==> config.mk <==
export PLATFORM = sky130hd
export DESIGN_NAME = paddsb_serial_unit
export DESIGN_NICKNAME = d
export VERILOG_FILES = /design/src/rtl/paddsb_serial_unit_pkg.sv /design/src/rtl/adder_4bit.sv /design/src/rtl/paddsb_serial_unit.sv
export SDC_FILE = /design/constraint.sdc
export NUM_CORES = 1
export LEC_CHECK = 0
export ABC_CLOCK_PERIOD_IN_PS = 4280
export BUFFER_PORTS_ARGS = -buffer_cell sky130_fd_sc_hd__buf_2
export CORE_AREA = 2 2 94 60
export CTS_CLUSTER_SIZE = 16
export DETAILED_ROUTE_END_ITERATION = 10
export DIE_AREA = 0 0 96 62
export PLACE_DENSITY = 0.88
export RECOVER_POWER = 100
export SYNTH_ARGS = -nofsm -noshare
export SYNTH_HDL_FRONTEND = slang
export SYNTH_SLANG_ARGS = --single-unit
export TNS_END_PERCENT = 20
==> constraint.sdc <==
create_clock -name clk -period 4.28 [get_ports clk]
set_clock_uncertainty 0.05 [all_clocks]
set_input_delay 0.642 -clock clk [delete_from_list [all_inputs] [get_ports clk]]
set_output_delay 0.642 -clock clk [all_outputs]
set_load 0.01 [all_outputs]
==> src/rtl/paddsb_serial_unit_pkg.sv <==
// Shared constants for the serial packed-nibble saturating add/subtract unit.
package paddsb_serial_unit_pkg;

    localparam int unsigned NIB_W   = 4;
    localparam int unsigned NUM_NIB = 4;
    localparam int unsigned DATA_W  = NIB_W * NUM_NIB;
    localparam int unsigned LANE_W  = $clog2(NUM_NIB);

    localparam logic [1:0] ST_IDLE = 2'd0;
    localparam logic [1:0] ST_RUN  = 2'd1;
    localparam logic [1:0] ST_DONE = 2'd2;

    localparam logic [NIB_W-1:0] SAT_POS = 4'h7;
    localparam logic [NIB_W-1:0] SAT_NEG = 4'h8;

endpackage

==> src/rtl/adder_4bit.sv <==
// Combinational signed 4-bit adder with carry-in that clamps overflow to 0x7 / 0x8.
module adder_4bit
    import paddsb_serial_unit_pkg::*;
(
    input  logic [3:0] a,
    input  logic [3:0] b,
    input  logic       cin,
    output logic [3:0] sum,
    output logic       cout
);

    logic [4:0] raw;
    logic [4:0] sext;

    always_comb begin
        raw  = {1'b0, a} + {1'b0, b} + {4'b0, cin};
        sext = {a[3], a} + {b[3], b} + {4'b0, cin};
        cout = raw[4];
        // Sign bit disagreeing with bit 3 of the extended sum means signed overflow.
        if (sext[4] != sext[3]) begin
            sum = sext[4] ? SAT_NEG : SAT_POS;
        end else begin
            sum = sext[3:0];
        end
    end

endmodule

==> src/rtl/paddsb_serial_unit.sv <==
// Serial PADDSB unit: one nibble lane per cycle through a shared saturating
// adder, result returned via valid/ready.
module paddsb_serial_unit
    import paddsb_serial_unit_pkg::*;
(
    input  logic              clk,
    input  logic              rst_n,
    input  logic              in_valid,
    output logic              in_ready,
    input  logic              op_sub,
    input  logic [DATA_W-1:0] a,
    input  logic [DATA_W-1:0] b,
    input  logic              flush,
    output logic              out_valid,
    input  logic              out_ready,
    output logic [DATA_W-1:0] result,
    output logic              busy
);

    logic [1:0]        state_q, state_d;
    logic [LANE_W-1:0] lane_q, lane_d;
    logic [DATA_W-1:0] a_q, a_d;
    logic [DATA_W-1:0] b_q, b_d;
    logic              sub_q, sub_d;
    logic [DATA_W-1:0] result_q, result_d;

    logic [NIB_W-1:0]  add_a;
    logic [NIB_W-1:0]  add_b;
    logic [NIB_W-1:0]  add_sum;
    logic              unused_cout;

    always_comb begin
        add_a = a_q[lane_q*NIB_W +: NIB_W];
        add_b = b_q[lane_q*NIB_W +: NIB_W];
        if (sub_q) begin
            add_b = ~add_b;
        end
    end

    adder_4bit u_adder (
        .a    (add_a),
        .b    (add_b),
        .cin  (sub_q),
        .sum  (add_sum),
        .cout (unused_cout)
    );

    always_comb begin
        state_d  = state_q;
        lane_d   = lane_q;
        a_d      = a_q;
        b_d      = b_q;
        sub_d    = sub_q;
        result_d = result_q;
        case (state_q)
            ST_IDLE: begin
                // Flush squashes an accept presented in the same cycle.
                if (in_valid && !flush) begin
                    a_d      = a;
                    b_d      = b;
                    sub_d    = op_sub;
                    lane_d   = '0;
                    result_d = '0;
                    state_d  = ST_RUN;
                end
            end
            ST_RUN: begin
                if (flush) begin
                    state_d = ST_IDLE;
                end else begin
                    result_d[lane_q*NIB_W +: NIB_W] = add_sum;
                    lane_d = lane_q + 1'b1;
                    if (lane_q == LANE_W'(NUM_NIB - 1)) begin
                        state_d = ST_DONE;
                    end
                end
            end
            ST_DONE: begin
                if (flush || out_ready) begin
                    state_d = ST_IDLE;
                end
            end
            default: state_d = ST_IDLE;
        endcase
    end

    always_ff @(posedge clk or negedge rst_n) begin
        if (!rst_n) begin
            state_q  <= ST_IDLE;
            lane_q   <= '0;
            a_q      <= '0;
            b_q      <= '0;
            sub_q    <= 1'b0;
            result_q <= '0;
        end else begin
            state_q  <= state_d;
            lane_q   <= lane_d;
            a_q      <= a_d;
            b_q      <= b_d;
            sub_q    <= sub_d;
            result_q <= result_d;
        end
    end

    assign in_ready  = (state_q == ST_IDLE);
    assign out_valid = (state_q == ST_DONE);
    assign busy      = (state_q != ST_IDLE);
    assign result    = result_q;

endmodule

==> results of run 1 <==
power breakdown:
group	leakage (nW)	internal [mW]	total (mW)	switching [mW]
Sequential	0.663	0.587	0.658	0.0718
Combinational	0.616	0.327	0.757	0.430
Clock	0.0445	0.116	0.286	0.169
Total	1.32	1.03	1.70	0.671
per-layer routing:
| metal | routed length, um | vias up | share of wire | track usage |
|---|---|---|---|---|
| met4 | 44 | 0 | 0.0082 | 0.05102 |
| met1 | 2627 | 948 | 0.49 | 0.2930 |
| met5 | 0 | - | 0 | 0 |
| met2 | 2384 | 51 | 0.44 | 0.2966 |
| met3 | 305 | 7 | 0.057 | 0.04463 |
| li1 | - | 904 | - | - |
cell usage in the layout, fill, tap and decap left out, drive strengths merged, types with 2 or more instances in the layout:
master and n:
and2 4, xor2 3, a21oi 5, nand3 3, dfrtp 53, nor2 11
xnor2 2, nand2 9, o311ai 8, nand4 2, buf 37, a211oi 2
mux2 35, a22o 9, nor2b 2, ha 7, mux4 8, inv 7
clkbuf 27, nor3b 2, nor3 2, and3 2, o21ai 9, nand2b 4
or2 2
how the worst max path moves through the flow:
| stage | to | slack [ns] | startpoint |
|---|---|---|---|
| after floorplan | result[10]$_DFFE_PN0P_ | 0.87 | lane_q[0]$_DFFE_PN0P_ |
| after global placement | result[6]$_DFFE_PN0P_ | 0.74 | lane_q[0]$_DFFE_PN0P_ |
| after detailed placement | result[14]$_DFFE_PN0P_ | 0.57 | lane_q[0]$_DFFE_PN0P_ |
| after CTS | result[14]$_DFFE_PN0P_ | 0.54 | lane_q[0]$_DFFE_PN0P_ |
| after global routing | result[2]$_DFFE_PN0P_ | 0.17 | lane_q[0]$_DFFE_PN0P_ |
| final | result[6]$_DFFE_PN0P_ | 0.46 | lane_q[0]$_DFFE_PN0P_ |
registers in the layout, indices dropped and copies added, names as in the netlist:
signal   flops
a_q         16
b_q         16
lane_q       2
result      16
state_q      2
sub_q        1
through the flow:
step	area, sq um	utilization
2_1_floorplan	2676	-
3_5_place_dp	3024	0.5784
5_1_grt	3074	0.5879
3_3_place_gp	3024	0.5784
6_report	3074	0.5879
4_1_cts	3114	0.5956
cells by family (layout without fill, tap and decap cells):
group,Yosys count,in the layout,synth area share
AOI/OAI and AO/OA,39,39,0.1057
DFF,53,53,0.4956
xor gates and xnor gates,5,5,0.01637
and+or+nand+nor,49,49,0.1019
buffers and inverters,15,73,0.02571
muxes,43,43,0.2146
adders and majority gates,8,8,0.04020
area by class of cell:
type / count / area share
inverter: 6 / 0.007326
tap: 69 / 0.02808
sequential: 53 / 0.4314
clock inverter: 3 / 0.006919
multi-input combinational: 144 / 0.4168
clock buffer: 5 / 0.02239
timing repair buffer: 59 / 0.08710
worst max-delay path, cell delays in order, from the launching register on:
cell                       delay [ns]
sky130_fd_sc_hd__dfrtp_1         0.83
sky130_fd_sc_hd__mux4_2          0.66
sky130_fd_sc_hd__mux2_1          0.37
sky130_fd_sc_hd__fa_1            0.45
sky130_fd_sc_hd__a211oi_1        0.34
sky130_fd_sc_hd__nor2_1          0.14
sky130_fd_sc_hd__a21oi_1         0.28
sky130_fd_sc_hd__or2_0           0.40
sky130_fd_sc_hd__o311ai_1        0.17
==> impl_summary.txt, run 1 <==
----------------------------------------------------
[Timing]
  Final setup fails ... 0
  Headroom to the max-slew limit ... -0.8412
  Clock period minus final worst setup slack ... 3.824 ns
  Setup slack of the critical path after layout ... 0.4559 ns
  Fraction of the cycle the final worst path needs ... 0.8935
  Setup repair after global routing missed its margin ... false
  Worst-Margin Slew ... 2.762 ns
  Final-report max-slew violation count ... 88
  Aggregate negative setup slack ... 0 ns
  Final worst hold slack ... 0.4446 ns
  Maximum operating frequency ... 261.5 MHz
  Final number of hold-violating endpoints ... 0

[Clock network]
  Clock Sink Count ... 53
  CTS H-tree lvls ... 2
  Count of instances resized after the clock tree is built ... 0
  Register clock-pin slew on the reported worst setup and hold paths ... 0.10 ns
  Clock Tree Buf Depth ... 2
  Cts-stage hold buffer count ... 0
  Latest clock arrival within the worst-skew pair ... 0.31 ns
  Buffer cell driving the clock tree root ... sky130_fd_sc_hd__clkbuf_8
  Clock buffer count from CTS ... 5
  TritonCTS clock tree ... yes
  Setup repair bufs after CTS ... 0

[Logic synthesis]
  Main synth FF type ... sky130_fd_sc_hd__dfrtp_1
  Syn Std Cell Area ... 0.002676 sq mm
  Synth top area share ... 0.4956
  Library cell occupying the most area in the post-synthesis netlist ... sky130_fd_sc_hd__dfrtp_1
  Cell types occupying the most area after synthesis ... sky130_fd_sc_hd__dfrtp_1, sky130_fd_sc_hd__mux2_2, sky130_fd_sc_hd__mux4_2, sky130_fd_sc_hd__ha_1, sky130_fd_sc_hd__a22o_1
  Post-Synthesis Cells ... 212
  Number of distinct library cell variants in the gate-level netlist after synthesis ... 43
  Mean cell area of the mapped netlist ... 12.62 sq um
  Most common cell in the netlist ... sky130_fd_sc_hd__dfrtp_1
  Number of enable-type register cells in the synthesized netlist ... 0
  Post-synth top cells ... sky130_fd_sc_hd__dfrtp_1, sky130_fd_sc_hd__mux2_2, sky130_fd_sc_hd__nor2_1
  Post-synthesis net count ... 258
  Yosys warning total ... 0
  Synth async-reset ratio ... 1.000
  Portion of the post-synthesis area used by sequential elements ... 0.4956
  Count of state elements after synthesis ... 53

[Floorplanning]
  Initial standard-cell utilization of the core ... 0.5118
  Die area ... 0.005952 sq mm
  Core outline area ... 0.005229 sq mm
  Die Y-Extent ... 62 um
  IO Pins ... 57
  Number of placement rows ... 21
  Die span in x ... 96 um

[Cells and area]
  Signed area change from the synthesized netlist to the final layout ... 14.87%
  Register area ... 0.001326 sq mm
  Final std cells w/o fill ... 339
  Final-layout fill cell count ... 426
  Post-layout net count ... 315
  Share of layout cells above drive strength 1 ... 0.3296
  Multi-input gate area ... 0.001281 sq mm
  Count of antenna diodes in the layout ... 0

[Outcome]
  Failing checks ... max-capacitance violations, max-slew violations
  Run status ... finished with violations

[Global route]
  Largest net degree at the start of global routing ... 54
  Number of antenna violations at the first check in global routing ... 0
  Gr ovfl total ... 0
  Global routing usage summed across all routing layers ... 0.1970
  First-pass GRT wire length ... 8721 um
  Via count of the first global-routing pass ... 1,819

[Detailed routing]
  1st-pass router iterations ... 4
  DRC violation total after the first TritonRoute iteration ... 122
  Post-detailed-route wirelength per cell ... 15.81 um
  Total wire length ... 5361 um
  DRT antenna net count ... 0
  Via count ... 1,910
  Via density per instance ... 5.634
  DRC ... 0

[Critical path]
  Reg-to-reg critical path startpoint ... lane_q[0]$_DFFE_PN0P_
  CP endpoint kind ... flop
  Arrival @ worst endpoint ... 3.95 ns
  Setup crit start kind ... flop
  Internal reg-to-reg setup slack ... 0.46 ns
  Number of cells on the worst reg-to-reg path ... 8
  Worst setup path class ... flop to flop
  Req. time, crit path ... 4.41 ns
  R2R Path End ... result[6]$_DFFE_PN0P_
  Max FO, Critical Path ... 15

[Pwr]
  Max IR drop VDD ... 0.2521 mV
  PD cells ... 553.3 mW/mm^2
  Power, Total ... 1.701 mW
  Reported leakage power ... 1.323 nW

[Placed design]
  Routability congestion estimate ... 0.8498
  IO buf count ... 56
  Total half-perimeter wirelength after legalization and detailed placement ... 4022 um
  Cell total after placement ... 331
  Setup slack after placement ... 0.5690 ns

[Worst hold path]
  Hold/Removal Path Class ... flop to flop
  Min-Delay Endpoint ... result[9]$_DFFE_PN0P_
  Worst min-delay path startpoint ... result[9]$_DFFE_PN0P_
  Number of stages on the worst hold path ... 2

[Job]
  # Max-Cap Violations ... 2

----------------------------------------------------
No activity file was read; power rests on OpenSTA's default activity.
==> inputs of run 2 (changes only) <==
--- a/config.mk
+++ b/config.mk
@@ -5,13 +5,14 @@
 export SDC_FILE = /design/constraint.sdc
 export NUM_CORES = 1
 export LEC_CHECK = 0
-export ABC_CLOCK_PERIOD_IN_PS = 4280
+export ABC_CLOCK_PERIOD_IN_PS = 4800
 export BUFFER_PORTS_ARGS = -buffer_cell sky130_fd_sc_hd__buf_2
-export CORE_AREA = 2 2 94 60
+export CORE_AREA = 2 2 91 58
 export CTS_CLUSTER_SIZE = 16
 export DETAILED_ROUTE_END_ITERATION = 10
-export DIE_AREA = 0 0 96 62
-export PLACE_DENSITY = 0.88
+export DIE_AREA = 0 0 93 60
+export GPL_ROUTABILITY_DRIVEN = 0
+export PLACE_DENSITY = 0.93
 export RECOVER_POWER = 100
 export SYNTH_ARGS = -nofsm -noshare
 export SYNTH_HDL_FRONTEND = slang
==> constraint.sdc (replaced) <==
create_clock -name clk -period 4.8 [get_ports clk]
set_clock_uncertainty 0.05 [all_clocks]
set_input_delay 0.72 -clock clk [delete_from_list [all_inputs] [get_ports clk]]
set_output_delay 0.72 -clock clk [all_outputs]
set_load 0.01 [all_outputs]
==> impl_summary.txt, run 2 (synthesized netlist as in run 1, its figures left out) <==
----------------------------------------------------
[Cells and area]
  Multi-input gate area ... 0.001281 sq mm
  Signed area change from the synthesized netlist to the final layout ... 15.99%
  Most common cell after layout, fill and taps aside ... sky130_fd_sc_hd__dfrtp_1
  Highest-count cells in the layout ignoring fill and taps ... sky130_fd_sc_hd__dfrtp_1, sky130_fd_sc_hd__buf_2, sky130_fd_sc_hd__mux2_2
  Share of layout cells above drive strength 1 ... 0.3296
  Final-layout fill cell count ... 374
  Post-layout net count ... 315
  Register area ... 0.001326 sq mm
  Count of antenna diodes in the layout ... 0

[Global route]
  Via count of the first global-routing pass ... 1,984
  Largest net degree at the start of global routing ... 54
  Number of antenna violations at the first check in global routing ... 0
  Global routing usage summed across all routing layers ... 0.2276
  Gr ovfl total ... 0
  First-pass GRT wire length ... 9466 um

[Timing]
  Setup repair after global routing missed its margin ... false
  Final worst hold slack ... 0.4609 ns
  Maximum operating frequency ... 269.5 MHz
  Worst-Margin Slew ... 2.736 ns
  Final setup fails ... 0
  Fraction of the cycle the final worst path needs ... 0.7729
  Clock period minus final worst setup slack ... 3.710 ns
  Aggregate negative setup slack ... 0 ns
  Headroom to the max-slew limit ... -0.8241
  Final number of hold-violating endpoints ... 0
  Final-report max-slew violation count ... 88

[Critical path]
  Internal reg-to-reg setup slack ... 1.09 ns
  R2R Path End ... result[2]$_DFFE_PN0P_
  Number of cells on the worst reg-to-reg path ... 9
  Arrival @ worst endpoint ... 3.82 ns
  Reg-to-reg critical path startpoint ... lane_q[0]$_DFFE_PN0P_
  Setup crit start kind ... flop
  CP endpoint kind ... flop
  Req. time, crit path ... 4.91 ns
  Max FO, Critical Path ... 15
  Worst setup path class ... flop to flop

[Floorplanning]
  Die Y-Extent ... 60 um
  Die span in x ... 93 um
  Core outline area ... 0.004805 sq mm
  Number of placement rows ... 20
  Die area ... 0.005580 sq mm
  IO Pins ... 57
  Initial standard-cell utilization of the core ... 0.5570

[Clock network]
  Cts-stage hold buffer count ... 0
  Register clock-pin slew on the reported worst setup and hold paths ... 0.09 ns
  CTS H-tree lvls ... 2
  Clock buffer count from CTS ... 5
  Count of instances resized after the clock tree is built ... 0
  TritonCTS clock tree ... yes
  Clock Sink Count ... 53
  Clock Tree Buf Depth ... 2
  Buffer cell driving the clock tree root ... sky130_fd_sc_hd__clkbuf_8
  Latest clock arrival within the worst-skew pair ... 0.31 ns
  Setup repair bufs after CTS ... 0

[Detailed routing]
  DRC ... 0
  DRC violation total after the first TritonRoute iteration ... 117
  Via count ... 1,944
  Total wire length ... 5571 um
  1st-pass router iterations ... 4
  Post-detailed-route wirelength per cell ... 16.58 um
  DRT antenna net count ... 0
  Via density per instance ... 5.786

[Worst hold path]
  Hold/Removal Path Class ... flop to flop
  Number of stages on the worst hold path ... 1
  Worst min-delay path startpoint ... result[12]$_DFFE_PN0P_
  Min-Delay Endpoint ... result[12]$_DFFE_PN0P_

[Outcome]
  Run status ... finished with violations
  Failing checks ... max-capacitance violations, max-slew violations

[Placed design]
  Total half-perimeter wirelength after legalization and detailed placement ... 4115 um
  IO buf count ... 56

[Pwr]
  Reported leakage power ... 1.333 nW
  Max IR drop VDD ... 0.2704 mV
  PD cells ... 515.6 mW/mm^2

[Job]
  # Max-Cap Violations ... 2

----------------------------------------------------
-- run 2: routing by layer --
metal	track usage	wire, um	vias to the layer above
met1	0.3210	2656	954
li1	-	-	906
met5	0	0	-
met3	0.05675	425	9
met2	0.3571	2415	75
met4	0.06723	73	0
-- run 2: area by class of cell --
cell class	instances	share of cell area
repair buffers	59	0.08746
clock buffers	6	0.02660
well taps	66	0.02660
inverters	6	0.007255
flip-flops and latches	53	0.4272
multi-input cells	144	0.4127
clock inverters	2	0.01209
-- run 2: worst max-delay path, cell delays in order, from the launching register on --
cell and delay (ns):
sky130_fd_sc_hd__dfrtp_1 0.34, sky130_fd_sc_hd__buf_4 0.25, sky130_fd_sc_hd__mux4_2 0.60, sky130_fd_sc_hd__mux2_1 0.37, sky130_fd_sc_hd__fa_1 0.45, sky130_fd_sc_hd__a211oi_1 0.39
sky130_fd_sc_hd__nor2_1 0.15, sky130_fd_sc_hd__and3_4 0.19, sky130_fd_sc_hd__or2_1 0.31, sky130_fd_sc_hd__o311ai_0 0.46
-- run 2: power breakdown --
group	internal [mW]	total [mW]	switching [mW]	leakage, nW
Clock	0.170	0.316	0.146	0.0574
Sequential	0.523	0.578	0.0551	0.663
Combinational	0.291	0.706	0.415	0.613
Total	0.984	1.60	0.616	1.33
-- run 2: per-stage QoR --
step	worst slack, ns	cell area, sq um	util	std cells	power (mW)
after floorplan	1.390	2676	-	212	1.134
after global placement	1.455	3020	0.6286	328	1.254
after detailed placement	1.311	3020	0.6286	328	1.288
after CTS	1.250	3141	0.6536	336	1.610
after global routing	0.8437	3104	0.6461	336	1.712
final	1.090	3104	0.6461	336	1.601
-- run 2: how the worst max path moves through the flow --
stage | start | end | slack [ns] | cells after the start
finish | lane_q[0]$_DFFE_PN0P_ | result[2]$_DFFE_PN0P_ | 1.09 | 9
global route | lane_q[0]$_DFFE_PN0P_ | result[5]$_DFFE_PN0P_ | 0.84 | 9
CTS | lane_q[0]$_DFFE_PN0P_ | result[2]$_DFFE_PN0P_ | 1.25 | 9
detailed placement | lane_q[0]$_DFFE_PN0P_ | result[2]$_DFFE_PN0P_ | 1.31 | 9
global placement | lane_q[0]$_DFFE_PN0P_ | result[6]$_DFFE_PN0P_ | 1.46 | 9
floorplan | lane_q[0]$_DFFE_PN0P_ | result[10]$_DFFE_PN0P_ | 1.39 | 10
==> inputs of run 3 (changes only) <==
--- a/config.mk
+++ b/config.mk
@@ -5,14 +5,14 @@
 export SDC_FILE = /design/constraint.sdc
 export NUM_CORES = 1
 export LEC_CHECK = 0
-export ABC_CLOCK_PERIOD_IN_PS = 4800
+export ABC_CLOCK_PERIOD_IN_PS = 3500
 export BUFFER_PORTS_ARGS = -buffer_cell sky130_fd_sc_hd__buf_2
-export CORE_AREA = 2 2 91 58
+export CORE_AREA = 2 2 94 60
 export CTS_CLUSTER_SIZE = 16
 export DETAILED_ROUTE_END_ITERATION = 10
-export DIE_AREA = 0 0 93 60
+export DIE_AREA = 0 0 96 62
 export GPL_ROUTABILITY_DRIVEN = 0
-export PLACE_DENSITY = 0.93
+export PLACE_DENSITY = 0.88
 export RECOVER_POWER = 100
 export SYNTH_ARGS = -nofsm -noshare
 export SYNTH_HDL_FRONTEND = slang
==> constraint.sdc (replaced) <==
create_clock -name clk -period 3.5 [get_ports clk]
set_clock_uncertainty 0.05 [all_clocks]
set_input_delay 0.525 -clock clk [delete_from_list [all_inputs] [get_ports clk]]
set_output_delay 0.525 -clock clk [all_outputs]
set_load 0.01 [all_outputs]
==> impl_summary.txt, run 3 (synthesized netlist as in run 1, its figures left out) <==
----------------------------------------------------
[Outcome]
  Run status ... finished with violations
  Failing checks ... max-capacitance violations, max-slew violations

[Timing]
  Setup repair after global routing missed its margin ... false
  Clock period minus final worst setup slack ... 3.258 ns
  Worst-Margin Slew ... 1.806 ns
  Fraction of the cycle the final worst path needs ... 0.9310
  Headroom to the max-slew limit ... -0.2043
  Final setup fails ... 0
  Aggregate negative setup slack ... 0 ns
  Final worst hold slack ... 0.3926 ns
  Final number of hold-violating endpoints ... 0
  Maximum operating frequency ... 306.9 MHz
  Final-report max-slew violation count ... 70

[Detailed routing]
  DRC violation total after the first TritonRoute iteration ... 212
  Highest Signal Layer ... met4
  Via count ... 1,991
  Via density per instance ... 5.839
  DRC ... 0
  DRT antenna net count ... 0
  Metal1 wirelength ... 2549 um
  1st-pass router iterations ... 4
  Total met2 wirelength after detailed routing ... 2610 um
  Total wire length ... 5615 um
  Routed met3 length ... 376 um
  Post-detailed-route wirelength per cell ... 16.47 um

[Global route]
  Global routing usage summed across all routing layers ... 0.2071
  Largest net degree at the start of global routing ... 36
  Via count of the first global-routing pass ... 1,844
  Number of antenna violations at the first check in global routing ... 0
  First-pass GRT wire length ... 9032 um
  Gr ovfl total ... 0

[Clock network]
  Setup repair bufs after CTS ... 0
  Buffer cell driving the clock tree root ... sky130_fd_sc_hd__clkbuf_8
  Clock buffer count from CTS ... 5
  Register clock-pin slew on the reported worst setup and hold paths ... 0.10 ns
  Latest clock arrival within the worst-skew pair ... 0.31 ns
  Cts-stage hold buffer count ... 0
  Clock Sink Count ... 53
  TritonCTS clock tree ... yes
  Clock Tree Buf Depth ... 2
  CTS H-tree lvls ... 2
  Count of instances resized after the clock tree is built ... 0

[Floorplanning]
  Core outline area ... 0.005229 sq mm
  IO Pins ... 57
  Die area ... 0.005952 sq mm
  Die Y-Extent ... 62 um
  Die span in x ... 96 um
  Number of placement rows ... 21
  Initial standard-cell utilization of the core ... 0.5118

[Critical path]
  Internal reg-to-reg setup slack ... 0.24 ns
  Number of cells on the worst reg-to-reg path ... 8
  Setup crit start kind ... flop
  Reg-to-reg critical path startpoint ... lane_q[0]$_DFFE_PN0P_
  CP endpoint kind ... flop
  R2R Path End ... result[2]$_DFFE_PN0P_
  Max FO, Critical Path ... 8
  Worst setup path class ... flop to flop
  Req. time, crit path ... 3.65 ns
  Arrival @ worst endpoint ... 3.41 ns

[Worst hold path]
  Hold/Removal Path Class ... primary input to flop
  Number of stages on the worst hold path ... 2
  Min-Delay Endpoint ... a_q[7]$_DFFE_PN0P_
  Worst min-delay path startpoint ... a[7]

[Cells and area]
  Share of layout cells above drive strength 1 ... 0.3419
  Count of antenna diodes in the layout ... 0
  Most common cell after layout, fill and taps aside ... sky130_fd_sc_hd__dfrtp_1
  Signed area change from the synthesized netlist to the final layout ... 17.30%
  Post-layout net count ... 317
  Highest-count cells in the layout ignoring fill and taps ... sky130_fd_sc_hd__dfrtp_1, sky130_fd_sc_hd__buf_2, sky130_fd_sc_hd__mux2_2

[Placed design]
  IO buf count ... 56
  Total half-perimeter wirelength after legalization and detailed placement ... 4345 um

[Pwr]
  Max IR drop VDD ... 0.3019 mV
  PD cells ... 717.2 mW/mm^2
  Power, Total ... 2.251 mW
  Reported leakage power ... 1.348 nW

[Job]
  # Max-Cap Violations ... 2

----------------------------------------------------
==> run 3: area by class of cell <==
type                       instances  area (sq um)
timing repair buffer              61         277.8
fill                             426          2090
multi-input combinational        144          1286
clock buffer                       5         68.82
tap                               69         86.33
sequential                        53          1329
clock inverter                     3         68.82
inverter                           6         22.52
==> run 3: through the flow <==
step,std cells,setup slack [ns],utilization,cell area [sq um]
2_1_floorplan,212,0.09034,-,2676
3_3_place_gp,333,0.2559,0.5812,3039
3_5_place_dp,333,0.08614,0.5812,3039
4_1_cts,341,0.03215,0.6076,3177
5_1_grt,341,0.04036,0.6004,3139
6_report,341,0.2415,0.6004,3139
==> run 3: power breakdown <==
part / internal (mW) / leakage, nW / total, mW / switching [mW]
Combinational: 0.414 / 0.619 / 0.961 / 0.547
Sequential: 0.719 / 0.660 / 0.799 / 0.0809
Clock: 0.288 / 0.0687 / 0.491 / 0.203
==> run 3: critical path, cell delays in order, from the launching register on <==
cell and delay (ns):
sky130_fd_sc_hd__dfrtp_2 0.50, sky130_fd_sc_hd__mux4_2 0.61, sky130_fd_sc_hd__mux2_2 0.33, sky130_fd_sc_hd__fa_1 0.45
sky130_fd_sc_hd__a211oi_2 0.26, sky130_fd_sc_hd__nor2_1 0.12, sky130_fd_sc_hd__and3_4 0.17, sky130_fd_sc_hd__or2_1 0.31
sky130_fd_sc_hd__o311ai_0 0.34
==> run 3: worst max path at each step <==
stage | slack [ns] | end | startpoint
6_report | 0.24 | result[2]$_DFFE_PN0P_ | lane_q[0]$_DFFE_PN0P_
5_1_grt | 0.04 | result[2]$_DFFE_PN0P_ | lane_q[0]$_DFFE_PN0P_
4_1_cts | 0.03 | result[10]$_DFFE_PN0P_ | lane_q[0]$_DFFE_PN0P_
3_5_place_dp | 0.09 | result[10]$_DFFE_PN0P_ | lane_q[0]$_DFFE_PN0P_
3_3_place_gp | 0.26 | result[6]$_DFFE_PN0P_ | lane_q[0]$_DFFE_PN0P_
2_1_floorplan | 0.09 | result[10]$_DFFE_PN0P_ | lane_q[0]$_DFFE_PN0P_
==> run 3: per-layer routing <==
| metal | track usage | vias up |
|---|---|---|
| met4 | 0.06735 | 0 |
| met1 | 0.2922 | 1000 |
| met3 | 0.05428 | 9 |
| met2 | 0.3194 | 71 |
| met5 | 0 | - |
| li1 | - | 911 |
